### config.mk
export PLATFORM = sky130hd
export DESIGN_NAME = stride_layer_sequencer
export DESIGN_NICKNAME = d
export VERILOG_FILES = /design/src/rtl/stride_seq_pkg.sv /design/src/rtl/stride_cfg_check.sv /design/src/rtl/stride_layer_sequencer.sv
export SDC_FILE = /design/constraint.sdc
export NUM_CORES = 1
export LEC_CHECK = 0
export CAP_MARGIN = 20
export CORE_MARGIN = 8
export CORE_UTILIZATION = 35
export CTS_BUF_LIST = sky130_fd_sc_hd__clkbuf_8 sky130_fd_sc_hd__clkbuf_16
export CTS_CLUSTER_DIAMETER = 60
export CTS_CLUSTER_SIZE = 16
export DETAILED_ROUTE_END_ITERATION = 10
export HOLD_SLACK_MARGIN = 0.06
export MAX_ROUTING_LAYER = met4
export SLEW_MARGIN = 10
export SYNTH_ARGS = -nofsm -noshare
export SYNTH_HDL_FRONTEND = slang
export SYNTH_SLANG_ARGS = --single-unit
### constraint.sdc
create_clock -name clk -period 10.4 [get_ports clk]
set_input_delay 3.12 -clock clk [delete_from_list [all_inputs] [get_ports clk]]
set_output_delay 3.12 -clock clk [all_outputs]
set_load 0.05 [all_outputs]
### src/rtl/stride_seq_pkg.sv
// Shared constants for the stride layer sequencer: FSM state encodings,
// command field layout, error codes and the channel-count ceiling.
package stride_seq_pkg;

  localparam logic [2:0] ST_IDLE  = 3'd0;
  localparam logic [2:0] ST_SETUP = 3'd1;
  localparam logic [2:0] ST_START = 3'd2;
  localparam logic [2:0] ST_RUN   = 3'd3;
  localparam logic [2:0] ST_DONE  = 3'd4;

  localparam int CMD_W       = 20;
  localparam int CMD_EN_BIT  = 19;
  localparam int CMD_ROW_LSB = 8;
  localparam int CMD_CH_LSB  = 0;

  localparam logic [1:0] ERR_NONE    = 2'b00;
  localparam logic [1:0] ERR_BAD_CMD = 2'b01;
  localparam logic [1:0] ERR_BEATS   = 2'b10;

  localparam logic [7:0] MAX_CH = 8'd56;

endpackage

### src/rtl/stride_cfg_check.sv
// Combinational validation of a layer command. Splits the command into its
// fields, flags illegal combinations and derives the effective output row
// count r and the number of 8-channel groups (ch_times).
module stride_cfg_check
  import stride_seq_pkg::*;
#(
  parameter int ROW_W = 11,
  parameter int CH_W  = 8
) (
  input  logic [CMD_W-1:0] cmd,
  output logic             cmd_ok,
  output logic             en_stride,
  output logic [ROW_W-1:0] row_num,
  output logic [CH_W-1:0]  ch_num,
  output logic [ROW_W-1:0] r,
  output logic [2:0]       ch_times
);

  // Field extraction, legality checks and derived sizes
  always_comb begin
    en_stride = cmd[CMD_EN_BIT];
    row_num   = cmd[CMD_ROW_LSB +: ROW_W];
    ch_num    = cmd[CMD_CH_LSB +: CH_W];
    cmd_ok    = (ch_num != 8'd0) && (ch_num[2:0] == 3'd0) && (ch_num <= MAX_CH) &&
                (row_num != 11'd0) && (!en_stride || (row_num[0] == 1'b0));
    if (en_stride) begin
      r = row_num >> 1;
    end else begin
      r = row_num;
    end
    ch_times  = ch_num[5:3];
  end

endmodule

### src/rtl/stride_layer_sequencer.sv
// Per-layer controller for the image stride stage: accepts and validates
// layer commands, drives the stage's held config registers and Start pulse,
// tracks input completion and output drain, and checks the output beat count.
// Optional build macro STRIDE_SEQ_PERF_EN adds the Perf_Cycles counter port.
module stride_layer_sequencer
  import stride_seq_pkg::*;
#(
  parameter int ROW_W  = 11,
  parameter int CH_W   = 8,
  parameter int BEAT_W = 25
) (
  input  logic             clk,
  input  logic             rst,
  input  logic             Cmd_Valid,
  output logic             Cmd_Ready,
  input  logic [19:0]      Cmd_Data,
  output logic             Start,
  output logic             EN_Stride_REG,
  output logic [ROW_W-1:0] Row_Num_Out_REG,
  output logic [CH_W-1:0]  Channel_Out_Num_REG,
  input  logic             Stride_Complete,
  input  logic             M_Valid,
  input  logic             M_Ready,
  input  logic             Img_Last,
  output logic             Busy,
  output logic             Layer_Done,
  output logic             Err,
  output logic [1:0]       Err_Code
`ifdef STRIDE_SEQ_PERF_EN
  ,
  output logic [31:0]      Perf_Cycles
`endif
);

  logic [2:0]        state_q, state_d;
  logic              setup_cnt_q, setup_cnt_d;
  logic              cmd_ready_q, cmd_ready_d;
  logic              busy_q, busy_d;
  logic              start_q, start_d;
  logic              layer_done_q, layer_done_d;
  logic              err_q, err_d;
  logic [1:0]        err_code_q, err_code_d;
  logic              en_stride_q, en_stride_d;
  logic [ROW_W-1:0]  row_num_q, row_num_d;
  logic [CH_W-1:0]   ch_num_q, ch_num_d;
  logic [ROW_W-1:0]  r_q, r_d;
  logic [2:0]        ch_times_q, ch_times_d;
  logic [BEAT_W-1:0] exp_beats_q, exp_beats_d;
  logic [BEAT_W-1:0] beat_cnt_q, beat_cnt_d;
  logic              in_done_q, in_done_d;
  logic              out_done_q, out_done_d;

  logic              chk_ok_s;
  logic              chk_en_s;
  logic [ROW_W-1:0]  chk_row_s;
  logic [CH_W-1:0]   chk_ch_s;
  logic [ROW_W-1:0]  chk_r_s;
  logic [2:0]        chk_times_s;
  logic              cmd_accept_s;
  logic              beat_fire_s;

  stride_cfg_check #(.ROW_W(ROW_W), .CH_W(CH_W)) u_cfg_check (
    .cmd       (Cmd_Data),
    .cmd_ok    (chk_ok_s),
    .en_stride (chk_en_s),
    .row_num   (chk_row_s),
    .ch_num    (chk_ch_s),
    .r         (chk_r_s),
    .ch_times  (chk_times_s)
  );

  assign cmd_accept_s = Cmd_Valid && cmd_ready_q;
  assign beat_fire_s  = M_Valid && M_Ready;

  // Next-state and next-output logic of the layer FSM
  always_comb begin
    state_d      = state_q;
    setup_cnt_d  = setup_cnt_q;
    start_d      = 1'b0;
    layer_done_d = 1'b0;
    err_d        = 1'b0;
    err_code_d   = err_code_q;
    en_stride_d  = en_stride_q;
    row_num_d    = row_num_q;
    ch_num_d     = ch_num_q;
    r_d          = r_q;
    ch_times_d   = ch_times_q;
    exp_beats_d  = exp_beats_q;
    beat_cnt_d   = beat_cnt_q;
    in_done_d    = in_done_q;
    out_done_d   = out_done_q;
    case (state_q)
      ST_IDLE: begin
        if (cmd_accept_s) begin
          if (chk_ok_s) begin
            en_stride_d = chk_en_s;
            row_num_d   = chk_row_s;
            ch_num_d    = chk_ch_s;
            r_d         = chk_r_s;
            ch_times_d  = chk_times_s;
            beat_cnt_d  = {BEAT_W{1'b0}};
            in_done_d   = 1'b0;
            out_done_d  = 1'b0;
            err_code_d  = ERR_NONE;
            setup_cnt_d = 1'b0;
            state_d     = ST_SETUP;
          end else begin
            err_d      = 1'b1;
            err_code_d = ERR_BAD_CMD;
          end
        end else begin
          state_d = ST_IDLE;
        end
      end
      ST_SETUP: begin
        // Two settle cycles; the product is recomputed in both, which is harmless.
        exp_beats_d = BEAT_W'(r_q) * BEAT_W'(r_q) * BEAT_W'(ch_times_q);
        if (setup_cnt_q) begin
          setup_cnt_d = 1'b0;
          start_d     = 1'b1;
          state_d     = ST_START;
        end else begin
          setup_cnt_d = 1'b1;
        end
      end
      ST_START: begin
        // The stage never reports input completion in bypass mode.
        in_done_d = !en_stride_q;
        state_d   = ST_RUN;
      end
      ST_RUN: begin
        if (Stride_Complete) begin
          in_done_d = 1'b1;
        end else begin
          in_done_d = in_done_q;
        end
        if (beat_fire_s) begin
          beat_cnt_d = beat_cnt_q + BEAT_W'(1);
          if (Img_Last) begin
            out_done_d = 1'b1;
          end else begin
            out_done_d = out_done_q;
          end
        end else begin
          beat_cnt_d = beat_cnt_q;
        end
        // Judge with the next count so a beat in the exit cycle is included.
        if (in_done_q && out_done_q) begin
          state_d = ST_DONE;
          if (beat_cnt_d == exp_beats_q) begin
            layer_done_d = 1'b1;
          end else begin
            err_d      = 1'b1;
            err_code_d = ERR_BEATS;
          end
        end else begin
          state_d = ST_RUN;
        end
      end
      ST_DONE: begin
        state_d = ST_IDLE;
      end
      default: begin
        state_d = ST_IDLE;
      end
    endcase
    cmd_ready_d = (state_d == ST_IDLE);
    busy_d      = (state_d != ST_IDLE);
  end

  // State, config and status registers with synchronous reset
  always_ff @(posedge clk) begin
    if (rst) begin
      state_q      <= ST_IDLE;
      setup_cnt_q  <= 1'b0;
      cmd_ready_q  <= 1'b1;
      busy_q       <= 1'b0;
      start_q      <= 1'b0;
      layer_done_q <= 1'b0;
      err_q        <= 1'b0;
      err_code_q   <= ERR_NONE;
      en_stride_q  <= 1'b0;
      row_num_q    <= {ROW_W{1'b0}};
      ch_num_q     <= {CH_W{1'b0}};
      r_q          <= {ROW_W{1'b0}};
      ch_times_q   <= 3'd0;
      exp_beats_q  <= {BEAT_W{1'b0}};
      beat_cnt_q   <= {BEAT_W{1'b0}};
      in_done_q    <= 1'b0;
      out_done_q   <= 1'b0;
    end else begin
      state_q      <= state_d;
      setup_cnt_q  <= setup_cnt_d;
      cmd_ready_q  <= cmd_ready_d;
      busy_q       <= busy_d;
      start_q      <= start_d;
      layer_done_q <= layer_done_d;
      err_q        <= err_d;
      err_code_q   <= err_code_d;
      en_stride_q  <= en_stride_d;
      row_num_q    <= row_num_d;
      ch_num_q     <= ch_num_d;
      r_q          <= r_d;
      ch_times_q   <= ch_times_d;
      exp_beats_q  <= exp_beats_d;
      beat_cnt_q   <= beat_cnt_d;
      in_done_q    <= in_done_d;
      out_done_q   <= out_done_d;
    end
  end

  assign Cmd_Ready           = cmd_ready_q;
  assign Busy                = busy_q;
  assign Start               = start_q;
  assign Layer_Done          = layer_done_q;
  assign Err                 = err_q;
  assign Err_Code            = err_code_q;
  assign EN_Stride_REG       = en_stride_q;
  assign Row_Num_Out_REG     = row_num_q;
  assign Channel_Out_Num_REG = ch_num_q;

`ifdef STRIDE_SEQ_PERF_EN
  logic [31:0] perf_q, perf_d;

  // Saturating count of START and RUN cycles, cleared when a layer is accepted
  always_comb begin
    perf_d = perf_q;
    if ((state_q == ST_IDLE) && cmd_accept_s && chk_ok_s) begin
      perf_d = 32'd0;
    end else if (((state_q == ST_START) || (state_q == ST_RUN)) && (perf_q != 32'hFFFF_FFFF)) begin
      perf_d = perf_q + 32'd1;
    end else begin
      perf_d = perf_q;
    end
  end

  // Performance counter register
  always_ff @(posedge clk) begin
    if (rst) begin
      perf_q <= 32'd0;
    end else begin
      perf_q <= perf_d;
    end
  end

  assign Perf_Cycles = perf_q;
`endif

endmodule

# Word-level counts from Yosys, hierarchy flattened
# Cells that the tools add are included.
# W data, S select, Z words.
# totals
out_inout_bits	27
regBits	97
word_cells	95
inputBits	27
# op_classes
eq_ne	11
n_reduce_logical	27
n_bitwise	4
mul	2
magnitude_cmp	1
n_mux	32
addsub	1
# ops
operator	count
$mux W25	4
$pmux W25 S2	1
$add A25 B1 Y25 const B	1
$eq A25 B25 Y1	1
$mul A22 B3 Y25	1
$mul A11 B11 Y22	1
$ne A2 B2 Y1 const B	7
$mux W1	13
$mux W3	4
$pmux W3 S4	1
$mux W11	1
$reduce_bool A11 Y1	1
$logic_not A3 Y1	3
$reduce_and A3 Y1	3
$le A8 B6 Y1 const B	1
$reduce_and A4 Y1	2
$reduce_bool A8 Y1	1
$logic_and A1 B1 Y1	7
$eq A3 B2 Y1 const B	2
$mux W2	3
$pmux W1 S2	3
$reduce_bool A3 Y1	2
$reduce_and A5 Y1	1
$not A1 Y1	4
other kinds (8)	10

# Longest topological paths before layout
# Gate-level depths: netlist of the first run.
# depth
word_depth	9
mapped_depth	33
ltp_nobuf	31

# By module
# A second synthesis of the first run with hierarchy kept.
# hier_totals
hier_cells	1265
hier_area_um2	9905.8
# modules_own_cells
module	seq_area_each_um2	area_each_um2	instances	cells_per_inst
stride_layer_sequencer	1941.9	9542.9	1	1222
stride_cfg_check	0.0	362.8	1	43

# Worst setup path after synthesis of the first run
# Ideal clock, no wire load.
# synth_path
path_kind	register -> register
start	register r_q[10]
end	register exp_beats_q[22]
path_buffers	2
setup_time_ns	0.114
synth_period_minus_slack_ns	7.683
stages_incl_launch_ff	33
t_required_ns	10.286
setup_slack_ns	2.717
t_arrival_ns	7.569
cell_sequence	dfxtp_1 clkbuf_1 and2_1 inv_1 fa_1 fa_1 inv_1 fa_1 fa_1 inv_1 fa_1 inv_1 ha_1 clkbuf_1 a21o_1 a21oi_1 o21ai_0 o21ai_0 nand2b_1 a31oi_1 xnor2_1 nand2_1 fa_1 inv_1 ha_1 and3_1 and3_1 a211oi_1 a21oi_1 a211oi_1 o21ai_0 xor2_1 a21o_1
# synth_between
elab_chain_len	2
# synth_rtl
element	line_no	rtl
start: declaration	stride_layer_sequencer.sv:46	logic [ROW_W-1:0] r_q, r_d;
start signal: assignment	stride_layer_sequencer.sv:185	r_q <= {ROW_W{1'b0}};
start signal: assignment	stride_layer_sequencer.sv:203	r_q <= r_d;
$mul A11 B11 Y22	stride_layer_sequencer.sv:117	exp_beats_d = BEAT_W'(r_q) * BEAT_W'(r_q) * BEAT_W'(ch_times_q);
$mul A22 B3 Y25	stride_layer_sequencer.sv:117	
end signal: assignment	stride_layer_sequencer.sv:187	exp_beats_q <= {BEAT_W{1'b0}};
end signal: assignment	stride_layer_sequencer.sv:205	exp_beats_q <= exp_beats_d;
end: declaration	stride_layer_sequencer.sv:48	logic [BEAT_W-1:0] exp_beats_q, exp_beats_d;
# Every way passes these cells.
# A chain may end at the register's enable or synchronous reset.

# Worst setup path after layout of the first run
# layout_path
start	register r_q[0]
end	register exp_beats_q[22]
# Same word-level chain as after synthesis.

==> impl_metrics.env, run 1 <==
export IMPL_status="completed"
export IMPL_syn_inst=1261
export IMPL_detailroute_via_count=8463
export IMPL_io_buffers=53
export IMPL_postRouteAntennaNets=0
export IMPL_yosys_area_top_type="dfxtp_1"
export IMPL_setup_tns_ns=0
export IMPL_finalWirelength_um=24300
export IMPL_fillers=2824
export IMPL_start_util=0.355
export IMPL_pre_cts_slack_ns=2.14
export IMPL_area_growth_pct=11.1
export IMPL_cts_buffers=9
export IMPL_boundaryPins=54
export IMPL_cts_buffer_depth=2
export IMPL_worst_pin_slew_ns=0.964
export IMPL_max_slew_margin=0.357
export IMPL_first_pass_iters=5
export IMPL_synthSimpleGateAreaFrac=0.241
export IMPL_period_share=0.793
export IMPL_synth_top_family_by_area="adder cells"
export IMPL_row_count=61
export IMPL_synthMuxAreaShare=0.0197
export IMPL_worstPathArrival_ns=8.50
export IMPL_final_hold_violation_count=0
export IMPL_critPathCaptureType="flip-flop"
export IMPL_hold_buffers=0
export IMPL_die_width_um=184
export IMPL_rsz0062_at_grt="false"
export IMPL_multi_input_area_mm2=0.00712
export IMPL_yosys_area_share_xor_xnor=0.0516
export IMPL_p_per_area_mw_per_mm2=66.7
export IMPL_syn_num_nets=1445
export IMPL_path_clk_slew_ns=0.08
export IMPL_core_mm2=0.0277
export IMPL_cp_max_fo=16
export IMPL_h_tree_depth=3
export IMPL_yosys_area_top_type_share=0.191
export IMPL_critPathLaunchType="flip-flop"
export IMPL_drt_iter0_markers=520
export IMPL_grt_pass1_wl_um=41800
export IMPL_postCtsSetupRepairBufs=0
export IMPL_grtUsageTotal=0.155
export IMPL_final_cells=1651
export IMPL_drive_above_1_share=0.0353
export IMPL_cp_required_ns=10.65
export IMPL_drc=0
export IMPL_clock_latency_ns=0.35
export IMPL_cts_tree="built"
export IMPL_ys_top_cells_by_area="dfxtp_1 19%, fa_1 17%, ha_1 9.5%"
export IMPL_dieArea_mm2=0.0337
export IMPL_period_minus_slack_ns=8.25
export IMPL_synth_compound_area_frac=0.149
export IMPL_power_leakage_nw=4.73
export IMPL_critical_path_max_stage_delay_ns=0.58
export IMPL_dp_cells=1635
export IMPL_yosysSeqAreaShare=0.191
export IMPL_setup_violations=0
export IMPL_dp_hpwl_um=18900
export IMPL_place_congestion=0.828
export IMPL_cts_root_buffer="clkbuf_16"
export IMPL_n_antenna_cell=0
export IMPL_yosysUniqueCellTypes=67
export IMPL_synth_area_per_cell_um2=7.80
export IMPL_path_common_cell="fa_1"
export IMPL_final_util=0.395
export IMPL_grt_max_degree=88
export IMPL_synthFlopType="dfxtp_1"
export IMPL_antenna_found_initial=0
export IMPL_synthAdderAreaFrac=0.262
export IMPL_die_y_um=184
export IMPL_synthArstFlopShare=0
export IMPL_irDropWorstVdd_mv=0.0619
export IMPL_via_per_inst=5.13
export IMPL_timing_final_ws_setup_ns=2.15
export IMPL_grt_ovfl_total=0
export IMPL_grt_pass1_vias=8265
export IMPL_drv_slew=0
export IMPL_synth_commonest_cells="197 x nand2_1, 154 x inv_1, 94 x dfxtp_1"
export IMPL_cts_repair_resized=0
export IMPL_clock_sinks=94
export IMPL_seqCellArea_mm2=0.00188
export IMPL_syn_area_mm2=0.00984
export IMPL_wl_per_cell_um=14.7
export IMPL_final_nets=1452
export IMPL_max_freq_mhz=121
export IMPL_crit_type="reg2reg"
export IMPL_crit_slowest_cell="dfxtp_1"
export IMPL_hp_class="reg2reg"
export IMPL_synth_warnings=0
export IMPL_yosys_register_bits=94
export IMPL_cap_violations=0
export IMPL_fin_worst_skew_ns=0.0155
export IMPL_synth_edff_count=0
export IMPL_yosysMostFrequentCell="nand2_1"
==> registers in the layout, summed over array words and instances (netlist names), 2 cells and up <==
name	cells
beat_cnt_q	25
Row_Num_Out_REG	11
r_q	11
state_q	3
Err_Code	2
exp_beats_q	25
Channel_Out_Num_REG	8
==> placed cells by master (no fill, tap or decap), types with 7 or more instances in the layout <==
cell type and instances:
inv_1 155, nor4_1 17, and2_1 44, o211ai_1 8
a21oi_1 84, and3_1 22, buf_4 9, nand4_1 9
nor2b_1 7, nor2_1 65, nand3_1 26, o21a_1 8
nand2b_1 14, xor2_1 14, or3_1 15, xnor2_1 44
dfxtp_1 94, a211oi_1 19, clkbuf_16 9, nor3_1 30
mux2i_1 16, a31oi_1 9, fa_1 82, nand3b_1 7
a21o_1 13, a311oi_1 8, ha_1 75, o21ai_0 42
nand2_1 197, clkdlybuf4s50_1 52
==> report_power, final <==
group	leakage, nW	total, mW	switching [mW]	internal (mW)
sequential	0.758	0.363	0.00201	0.361
combinational	3.83	0.0414	0.0241	0.0174
clock	0.141	0.325	0.159	0.166
total	4.73	0.730	0.185	0.545
==> layout make-up <==
| cell class | count | share of cell area |
|---|---|---|
| timing repair buffer | 62 | 0.0542 |
| clock inverter | 7 | 0.00549 |
| tap | 378 | 0.0432 |
| inverter | 154 | 0.0529 |
| multi-input combinational | 947 | 0.651 |
| sequential | 94 | 0.172 |
| clock buffer | 9 | 0.0206 |
==> final timing paths <==
check / start / to / slack, ns / cells after the start
max: r_q[0] / exp_beats_q[22] / 2.15 / 30
min: Row_Num_Out_REG[2] / Row_Num_Out_REG[2] / 0.45 / 2
max reg2reg: r_q[0] / exp_beats_q[22] / 2.15 / 30
min reg2reg: Row_Num_Out_REG[2] / Row_Num_Out_REG[2] / 0.45 / 2
==> routing by layer <==
metal,global-route usage,up-vias,part of all wire
li1,-,4239,-
met1,0.210,4054,0.50
met2,0.241,147,0.45
met3,0.0152,23,0.035
met4,0.0436,0,0.018
met5,-,-,0
==> logic make-up (layout without fill, tap and decap cells) <==
kind of cell,count (synthesis),count (layout)
AOI/OAI and AO/OA,230,230
xor gates and xnor gates,58,58
adders and majority gates,157,157
buffers and inverters,220,232
DFF,94,94
muxes,19,19
and+or+nand+nor,483,483
==> metrics by stage <==
stage | cell area (um2) | power, mW | hold slack [ns]
2_1_floorplan | 9840 | 0.393 | 0.437
3_3_place_gp | 10700 | 0.413 | 0.442
3_5_place_dp | 10700 | 0.413 | 0.448
4_1_cts | 10900 | 0.741 | 0.458
5_1_grt | 10900 | 0.758 | 0.481
6_report | 10900 | 0.730 | 0.455
==> worst max-delay path, delay by kind of cell (launching register included) <==
family | cells | cell delay (ns)
simple gates | 5 | 0.91
xor+xnor | 2 | 0.35
fa+ha+maj | 8 | 3.90
buf+inv | 5 | 0.26
flops | 1 | 0.58
compound gates | 10 | 2.12
Note: power is estimated with default switching activity, not from simulation.
==> run 2: changes to the inputs <==
Clock period 10.4 ns to 7.14 ns, I/O delays scaled along.
==> run 2 against run 1 <==
Effect of this change:
- sequential share of layout area shrank 1.4 points
- hold slack lost 0.00085 ns
- critical endpoint is now exp_beats_q[24]
- first-iteration DRC count fell by 2.5%
- critical path depth did not move
- via count grew 4.0%
==> impl_metrics.env, run 2 (same netlist as run 1, synthesis figures left out) <==
export IMPL_cp_required_ns=7.36
export IMPL_irDropWorstVdd_mv=0.128
export IMPL_first_pass_iters=5
export IMPL_reg2reg_depth=30
export IMPL_cts_buffer_depth=2
export IMPL_grt_pass1_vias=8608
export IMPL_hold_path_endpoint="Row_Num_Out_REG[0]"
export IMPL_path_common_cell="fa_1"
export IMPL_wl_per_cell_um=14.4
export IMPL_power_leakage_nw=5.24
export IMPL_die_y_um=184
export IMPL_hold_path_startpoint="Row_Num_Out_REG[0]"
export IMPL_path_clk_slew_ns=0.07
export IMPL_top_usage_layer="met2"
export IMPL_io_buffers=53
export IMPL_stdcell_area_mm2=0.0120
export IMPL_hold_depth=2
export IMPL_max_slew_margin=0.339
export IMPL_finalWirelength_um=25000
export IMPL_detailroute_via_count=8802
export IMPL_rsz0062_at_grt="true"
export IMPL_drive_above_1_share=0.150
export IMPL_period_share=0.981
export IMPL_dp_hpwl_um=19700
export IMPL_r2r_start="r_q[7]"
export IMPL_switching_power_uw=255
export IMPL_switching_share=0.228
export IMPL_final_util=0.434
export IMPL_die_width_um=184
export IMPL_clkPwrFrac=0.470
export IMPL_place_area_mm2=0.0113
export IMPL_dieArea_mm2=0.0337
export IMPL_grt_ovfl_total=0
export IMPL_fillers=2788
export IMPL_drc=0
export IMPL_clock_latency_ns=0.35
export IMPL_grt_pass1_wl_um=42400
export IMPL_use_met2=0.257
export IMPL_pwr_share_comb=0.058
export IMPL_grt_met1_usage=0.199
export IMPL_cp_max_fo=7
export IMPL_h_tree_depth=3
export IMPL_grtUsageTotal=0.156
export IMPL_status="completed"
export IMPL_cts_tree="built"
export IMPL_via_per_inst=5.08
export IMPL_n_antenna_cell=0
export IMPL_setup_violations=0
export IMPL_p_total_mw=1.12
export IMPL_final_hold_violation_count=0
export IMPL_critPathCaptureType="flip-flop"
export IMPL_clock_sinks=94
export IMPL_max_freq_mhz=143
export IMPL_critical_path_max_stage_delay_ns=0.56
export IMPL_p_per_area_mw_per_mm2=92.9
export IMPL_area_growth_pct=22.1
export IMPL_place_congestion=0.873
export IMPL_pre_cts_slack_ns=-0.171
export IMPL_cap_violations=0
export IMPL_final_common_cell="nand2_1"
export IMPL_worst_pin_slew_ns=0.991
export IMPL_hp_class="reg2reg"
export IMPL_cts_root_buffer="clkbuf_16"
export IMPL_start_util=0.355
export IMPL_critPathLaunchType="flip-flop"
export IMPL_postRouteAntennaNets=0
export IMPL_final_nets=1535
export IMPL_p_int_uw=862
export IMPL_fin_worst_skew_ns=0.00927
export IMPL_final_cells=1734
export IMPL_period_minus_slack_ns=7.01
export IMPL_reg2reg_to="exp_beats_q[24]"
export IMPL_crit_type="reg2reg"
export IMPL_row_count=61
export IMPL_reg_top3="beat_cnt_q x25, exp_beats_q x25"
export IMPL_timing_final_ws_setup_ns=0.134
export IMPL_drv_slew=0
export IMPL_dp_cells=1709
export IMPL_cts_buffers=9
export IMPL_crit_slowest_cell="fa_1"
export IMPL_drt_iter0_markers=507
export IMPL_seqPwrFrac=0.472
export IMPL_hold_buffers=0
export IMPL_core_mm2=0.0277
export IMPL_boundaryPins=54
export IMPL_grt_max_degree=51
export IMPL_rrSetupSlack_ns=0.13
export IMPL_final_cell_mix="194 x nand2_1, 145 x inv_1, 86 x buf_4"
export IMPL_worstPathArrival_ns=7.23
export IMPL_use_met3=0.0198
export IMPL_antenna_found_initial=0
==> run 2: cell count changes in the layout (fill, tap and decap cells not counted), moves of 6 or more <==
cell / delta
ha_1: -11
buf_6: +6
dfxtp_1: -9
ha_4: +10
a21oi_2: +6
dfxtp_2: +7
o21ai_0: -11
inv_1: -10
buf_4: +77
inv_2: +10
o21ai_2: +6
a21oi_1: -8
==> run 2: worst max-delay path: cells and delay by family, from the launching register on <==
kind,cells,cell delay (ns)
flops,1,0.34
xor+xnor,1,0.14
buf+inv,8,0.61
simple gates,4,0.45
compound gates,9,1.66
fa+ha+maj,8,3.66
==> run 2: per-stage QoR <==
stage | setup TNS (ns) | hold WS (ns)
after global placement | -0.341 | 0.441
after global routing | -0.770 | 0.485
after CTS | 0 | 0.455
after detailed placement | -0.706 | 0.446
final | 0 | 0.454
after floorplan | 0 | 0.437
==> run 2: worst max-delay path by stage <==
stage / endpoint / slack (ns) / startpoint / cells after the start
after detailed placement: exp_beats_q[20] / -0.17 / r_q[6] / 31
after global placement: exp_beats_q[20] / -0.11 / r_q[2] / 31
after global routing: exp_beats_q[24] / -0.17 / r_q[2] / 30
final: exp_beats_q[24] / 0.13 / r_q[7] / 30
after floorplan: exp_beats_q[22] / 0.0009 / r_q[1] / 31
after CTS: exp_beats_q[22] / 0.008 / r_q[10] / 29
==> run 2: repair_timing <==
action,in CTS,in global routing
pin swaps,25,45
cloned,0,0
setup buffers,5,4
resized for setup,31,65
endpoints found under the hold margin,0,0
endpoints found under the setup margin,8,11
==> run 2: per-layer routing <==
layer,wire (um),vias to the layer above
met2,11700,156
li1,-,4394
met1,11900,4221
met4,401,0
met5,0,-
met3,949,31
==> run 2: area by class of cell <==
cell class	instances	area, um2	area share
Multi-Input combinational cell	947	7510	0.625
Tap cell	378	473	0.0394
Clock buffer	9	225	0.0187
Inverter	154	578	0.0481
Clock inverter	7	96.3	0.00802
Timing Repair Buffer	145	1240	0.103
Sequential cell	94	1900	0.158
==> run 2: power groups by stage <==
stage	clock network, mW	logic, mW	registers [mW]
6_report	0.524	0.0650	0.527
5_1_grt	0.564	0.0705	0.527
4_1_cts	0.537	0.0643	0.528
3_5_place_dp	0	0.0635	0.540
3_3_place_gp	0	0.0634	0.540
2_1_floorplan	0	0.0275	0.544
